File: src/rtl/sdram_pkg.sv
// Shared SDRAM write-path types and sizing constants.
package sdram_pkg;

  localparam int FIFO_DEPTH = 4;
  localparam int WORD_W     = 32;
  localparam int CNT_W      = 3;

  typedef enum logic [1:0] {
    IDLE = 2'd0,
    REQ  = 2'd1,
    POP  = 2'd2,
    TAIL = 2'd3
  } SeqState;

endpackage

File: src/rtl/burst_timeout_counter.sv
// Idle timer for partial bursts. timeout_flag fires on the cycle the
// timer steps onto rollover-1, so a request lands rollover cycles after
// the last clear.
module burst_timeout_counter (
  input  logic       clk,
  input  logic       n_rst,
  input  logic       clr,
  input  logic       en,
  input  logic [7:0] rollover,
  output logic       timeout_flag
);

  logic [7:0] timer_q, timer_d;

  // Next timer value: clear wins, otherwise count (saturating) while enabled.
  always_comb begin
    timer_d = timer_q;
    if (clr)
      timer_d = '0;
    else if (en && timer_q != 8'hFF)
      timer_d = timer_q + 8'd1;
  end

  // Timer register.
  always_ff @(posedge clk or negedge n_rst) begin
    if (!n_rst) timer_q <= '0;
    else        timer_q <= timer_d;
  end

  // 9-bit compare avoids underflow when rollover is 1.
  assign timeout_flag = en && !clr &&
                        (({1'b0, timer_q} + 9'd2) >= {1'b0, rollover});

endmodule

File: src/rtl/wfifo_burst_sequencer.sv
// Drains the SDRAM write-data FIFO into bursts of 1-4 words: tracks
// occupancy from push/pop strobes, requests a burst on full, flush or
// timeout, and pops the latched length after grant.
module wfifo_burst_sequencer
  import sdram_pkg::*;
#(
  parameter int TIMEOUT_CYCLES = 16
) (
  input  logic              clk,
  input  logic              n_rst,
  input  logic              fifo_write_enable,
  input  logic              fifo_empty,
  input  logic [WORD_W-1:0] fifo_rdata,
  input  logic              burst_grant,
  input  logic              flush,
  output logic              fifo_read_enable,
  output logic              burst_req,
  output logic [CNT_W-1:0]  burst_len,
  output logic [WORD_W-1:0] sd_wdata,
  output logic              sd_wvalid,
  output logic              busy
);

  localparam logic [CNT_W-1:0] FULL_CNT = CNT_W'(FIFO_DEPTH);

  SeqState          state_q, state_d;
  logic [CNT_W-1:0] count_q, count_d;
  logic [CNT_W-1:0] remaining_q, remaining_d;
  logic [CNT_W-1:0] burst_len_q, burst_len_d;
  logic             sd_wvalid_q, sd_wvalid_d;
  logic             push, pop;
  logic             tmr_clr, tmr_en, timeout_flag;

  assign push = fifo_write_enable;
  assign pop  = fifo_read_enable;

  // Occupancy: simultaneous push+pop cancels; saturate at both ends.
  always_comb begin
    count_d = count_q;
    case ({push, pop})
      2'b10:   if (count_q != FULL_CNT) count_d = count_q + 3'd1;
      2'b01:   if (count_q != '0)       count_d = count_q - 3'd1;
      default: count_d = count_q;
    endcase
  end

  // Timer only runs while parked in IDLE with a partial load.
  assign tmr_en  = (state_q == IDLE) && (count_q != '0) && (count_q != FULL_CNT);
  assign tmr_clr = push || (count_q == '0) || (state_q != IDLE);

  burst_timeout_counter u_tmo (
    .clk          (clk),
    .n_rst        (n_rst),
    .clr          (tmr_clr),
    .en           (tmr_en),
    .rollover     (8'(TIMEOUT_CYCLES)),
    .timeout_flag (timeout_flag)
  );

  // Next-state: latch length on request, pop it out, one TAIL cycle for the last word.
  always_comb begin
    state_d     = state_q;
    burst_len_d = burst_len_q;
    remaining_d = remaining_q;
    case (state_q)
      IDLE: begin
        if (count_q == FULL_CNT ||
            (count_q != '0 && (flush || timeout_flag))) begin
          state_d     = REQ;
          burst_len_d = count_q;
          remaining_d = count_q;
        end
      end
      REQ:  if (burst_grant) state_d = POP;
      POP: begin
        if (remaining_q != '0) remaining_d = remaining_q - 3'd1;
        if (remaining_q <= 3'd1) state_d = TAIL;
      end
      TAIL:    state_d = IDLE;
      default: state_d = IDLE;
    endcase
  end

  assign sd_wvalid_d = fifo_read_enable;

  // State and datapath registers.
  always_ff @(posedge clk or negedge n_rst) begin
    if (!n_rst) begin
      state_q     <= IDLE;
      count_q     <= '0;
      remaining_q <= '0;
      burst_len_q <= '0;
      sd_wvalid_q <= 1'b0;
    end else begin
      state_q     <= state_d;
      count_q     <= count_d;
      remaining_q <= remaining_d;
      burst_len_q <= burst_len_d;
      sd_wvalid_q <= sd_wvalid_d;
    end
  end

  assign burst_req        = (state_q == REQ);
  assign fifo_read_enable = (state_q == POP);
  assign busy             = (state_q != IDLE);
  assign burst_len        = burst_len_q;
  assign sd_wvalid        = sd_wvalid_q;
  assign sd_wdata         = fifo_rdata;

  // Never pop an empty FIFO.
  a_no_pop_empty: assert property (@(posedge clk) disable iff (!n_rst)
    !(fifo_read_enable && fifo_empty));

  // Writer must not push into a full FIFO without a matching pop.
  a_no_overflow: assert property (@(posedge clk) disable iff (!n_rst)
    !(fifo_write_enable && !fifo_read_enable && count_q == FULL_CNT));

endmodule

File: config.mk
export PLATFORM = sky130hd
export DESIGN_NAME = wfifo_burst_sequencer
export DESIGN_NICKNAME = d
export VERILOG_FILES = /design/src/rtl/sdram_pkg.sv /design/src/rtl/burst_timeout_counter.sv /design/src/rtl/wfifo_burst_sequencer.sv
export SDC_FILE = /design/constraint.sdc
export NUM_CORES = 1
export LEC_CHECK = 0
export BUFFER_PORTS_ARGS = -buffer_cell sky130_fd_sc_hd__buf_2
export CORE_MARGIN = 2
export CORE_UTILIZATION = 42
export CTS_CLUSTER_SIZE = 16
export DETAILED_ROUTE_END_ITERATION = 8
export GPL_ROUTABILITY_DRIVEN = 0
export PLACE_DENSITY = 0.77
export SETUP_SLACK_MARGIN = 0.5
export SLEW_MARGIN = 20
export SYNTH_ARGS = -nofsm -noshare
export SYNTH_HDL_FRONTEND = slang
export SYNTH_SLANG_ARGS = --single-unit
File: constraint.sdc
create_clock -name clk -period 1.75 [get_ports clk]
set_input_delay 0.175 -clock clk [delete_from_list [all_inputs] [get_ports clk]]
set_output_delay 0.175 -clock clk [all_outputs]
set_load 0.02 [all_outputs]
==> summary.txt <==
Clock network
  • Worst-path clk slew: roughly 0.080 ns
  • CTS tree: yes
  • CTS root buf: clkbuf_8
  • Maximum root-to-sink buffer count: 2
  • Latest clock arrival within the worst-skew pair: ~0.26 ns
  • CTS buffer count: 3
  • Sink Count: 20
  • H-tree depth: 1

Critical path
  • Critical path class: reg -> reg
  • Critical path fanouts, max: 3
  • Startpoint types: flop
  • Required @ worst endpoint: approximately 1.9 ns
  • Reg2reg end: remaining_q[2]
  • Worst r2r src: u_tmo.timer_q[1]
  • Setup crit end kind: flop
  • Setup crit end: remaining_q[2]
  • R2R setup slack: -0.02 ns
  • CP Launch Point: u_tmo.timer_q[1]
  • Crit path DAT: between 1.5 and 2 ns
  • Reg2Reg Depth: 7

Power and ir drop
  • Part of the power in combinational logic: between 60% and 70%
  • Clock power frac: between 10% and 20%
  • Reg power frac: approximately 22%
  • PwrDens: approximately 1600 mW/mm²
  • Switching Share: a little over two fifths
  • Internal power: about 0.0019 W
  • Worst VDD drop: ~0.00066 V
  • Pleak: around 0.87 nW
  • P_sw: about 0.0014 W
  • Total power: between 0.003 and 0.004 W

Global routing
  • Met3 Track Usage GR: 2.39%
  • M1 GR Usage: between 20% and 30%
  • Initial antenna violation count: 0
  • Total track usage: between 10% and 20%
  • M2 GR Usage: a little over a quarter
  • Largest net degree at the start of global routing: 21
  • GRT Residual Overflow: 0
  • Vias in the first global route: 1178
  • First-pass GRT wire length: between 5000 and 6000 µm
  • GRT busiest layer: met2

Floorplanning
  • Core Region: 0.00366 mm²
  • DIE HEIGHT: ~66 µm
  • Initial Utilization: 43.9%
  • Die Area: 0.00434 mm²
  • FP Rows: 22
  • Io pins: 77
  • Die X: approximately 66 µm

Drt
  • Drt pass-1 iters: 4
  • Routed Antenna Nets: 0
  • Final WL: around 3700 µm
  • Initial drt markers: 80
  • Vias after detailed routing: about 1200
  • Wire per inst: roughly 16 µm
  • Vias per cell: 5.33
  • DRC viols: 0

Timing
  • Fin crit share: 101%
  • Setup Skew: between 0.003 and 0.004 ns
  • Unrepaired setup endpoints after global routing: yes
  • PnR worst setup slack: -0.0247 ns
  • Relative slew slack: between 60% and 70%
  • FMAX: 563 MHz
  • Hold Fails Final Rpt: 0
  • Worst-margin pin slew: approximately 0.47 ns
  • TNS Setup: -0.0383 ns
  • Final Max Slew Viols: 0
  • Minimum clock period: 1.77 ns
  • Final setup violation count: 2

Logic synthesis
  • Xor/xnor share of the synthesized area: under 10%
  • Post-synth cell types: 41
  • Mux contribution to synthesized area: roughly 4.0%
  • Syn nets: ~230
  • Synth Register Bits: 20
  • Synth Area in Compound Gates: between 10% and 20%
  • Synth Warn #: 0
  • Syn Area/Cell: slightly above 9 µm²
  • Top_reg_cell synth: dfrtp_1
  • Post-synthesis adder-cell area fraction: a little over a tenth
  • Largest family of logic cells by synthesized area: buffers and inverters
  • Cells after Synth: around 180
  • Share of flip-flops with an asynchronous set or reset: 100%
  • Mapped Area: ~0.0016 mm²
  • Synth Area in Simple Gates: between 10% and 20%
  • Post-synth EDFFs: 0
  • Sequential share of the synthesized area: 31.1%

Final layout
  • Multi-input gate area: ~0.0010 mm²
  • Layout net count: approximately 240
  • Fill cell total of the finished layout: approximately 270
  • # diodes: 0
  • Storage cell area: 505 µm²
  • Ratio of cells with drive above 1 in the final layout: 50.0%
  • Area delta synth->final: 27.6%

Flow run
  • Max Cap Viol: 0

Placement
  • Post-DP HPWL: roughly 2100 µm
  • Port Buffer Count: 11

Outcome
  • Status: complete, but fails checks
  • Failing checks: negative setup slack

Min path
  • Min-Delay Path Class: in -> reg
==> registers in the layout, summed over array words and instances, names as in the netlist <==
| name | cells |
|---|---|
| u_tmo.timer_q | 8 |
| burst_len | 3 |
| count_q | 3 |
| remaining_q | 3 |
| state_q | 2 |
| sd_wvalid | 1 |
==> synthesized netlist by cell type, types with 2 or more instances <==
| library cell | number | area share [%] |
|---|---|---|
| a21oi_1 | 6 | 1.9 |
| buf_4 | 32 | 15 |
| buf_6 | 2 | 1.4 |
| clkbuf_1 | 2 | 0.47 |
| dfrtp_1 | 20 | 31 |
| ha_1 | 12 | 9.3 |
| inv_1 | 12 | 2.8 |
| mux2i_1 | 5 | 3.1 |
| nand2_1 | 14 | 3.3 |
| nand3_1 | 4 | 1.2 |
| nand3_2 | 2 | 1.2 |
| nand4_1 | 3 | 1.2 |
| nand4_2 | 2 | 1.6 |
| nand4b_1 | 2 | 1.1 |
| nor2_1 | 13 | 3.0 |
| o21ai_0 | 11 | 3.4 |
| o221ai_1 | 2 | 1.1 |
| xor2_1 | 8 | 4.4 |
==> repair_timing <==
action	CTS	global route
setup endpoints to repair	22	22
pin swaps	17	8
hold buffers	1	0
endpoints found under the hold margin	20	0
cloned	0	0
buffers inserted	11	6
gates resized for setup	21	24
==> worst max-delay path: stages (launching register included) <==
cell	delay, ns
dfrtp_2	0.44
ha_4	0.18
and4_1	0.14
or3_4	0.36
nand4_4	0.11
buf_6	0.13
nand3_1	0.08
a32o_1	0.22
==> through the flow <==
stage	utilization [%]	instances	hold slack, ns	instance area [µm²]	setup slack (ns)
after floorplan	-	175	-0.121	1710	0.00810
after global placement	45.4	212	0.157	1660	0.0259
after detailed placement	45.4	212	0.160	1660	-0.00552
after CTS	51.6	228	0.294	1890	0.0497
after global routing	56.0	234	0.315	2050	-0.0618
final	56.0	234	0.304	2050	-0.0247
==> cell type report <==
| class | instances | area share (%) |
|---|---|---|
| Multi-Input combinational cell | 106 | 49.9 |
| Sequential cell | 20 | 24.6 |
| Timing Repair Buffer | 44 | 17.4 |
| Tap cell | 48 | 2.93 |
| Clock buffer | 4 | 2.68 |
| Inverter | 12 | 2.44 |
==> logic make-up (layout without fill, tap and decap cells) <==
kind of cell / count (synthesis) / count (layout)
simple gates: 50 / 50
buf+inv: 49 / 60
compound gates: 28 / 28
flops: 20 / 20
fa+ha+maj: 13 / 13
xor+xnor: 9 / 9
mux: 6 / 6
==> placed cells by master (no fill, tap or decap), types with 2 or more instances in the layout <==
cell type,Yosys,layout
a21oi_1,6,5
buf_2,1,8
buf_4,32,23
buf_6,2,12
clkbuf_8,0,4
dfrtp_1,20,16
dfrtp_2,0,4
ha_1,12,5
ha_4,0,7
inv_1,12,7
inv_2,0,3
inv_4,0,2
mux2i_1,5,5
nand2_1,14,12
nand2_2,0,2
nand3_1,4,2
nand3_2,2,2
nand3_4,0,2
nand4_1,3,3
nand4_4,0,2
nand4b_1,2,2
nor2_1,13,12
o21ai_0,11,5
o21ai_1,0,2
o21ai_2,1,3
o21ai_4,0,2
o221ai_2,0,2
xor2_1,8,7
==> per-layer routing <==
metal	part of all wire [%]	routed length (µm)
met1	40	1490
met2	51	1910
met3	6.0	223
met4	3.2	119
met5	0	0
==> power groups by stage <==
stage               Clock, W  Sequential, W  Combinational [W]
CTS                 0.000365       0.000711            0.00187
floorplan                  0       0.000747            0.00127
global route        0.000385       0.000731            0.00239
detailed placement         0       0.000718            0.00157
global placement           0       0.000711            0.00153
finish              0.000367       0.000715            0.00220
==> worst min-delay path by stage <==
| stage | start | endpoint | slack [ns] | cells past startpoint |
|---|---|---|---|---|
| CTS | flush | burst_len[2] | 0.29 | 3 |
| floorplan | n_rst | burst_len[0] | -0.12 | 0 |
| finish | flush | burst_len[2] | 0.30 | 3 |
| global placement | n_rst | state_q[0] | 0.16 | 1 |
| detailed placement | n_rst | u_tmo.timer_q[7] | 0.16 | 1 |
| global route | flush | burst_len[2] | 0.31 | 3 |
Power figures use the tool's default switching activity.
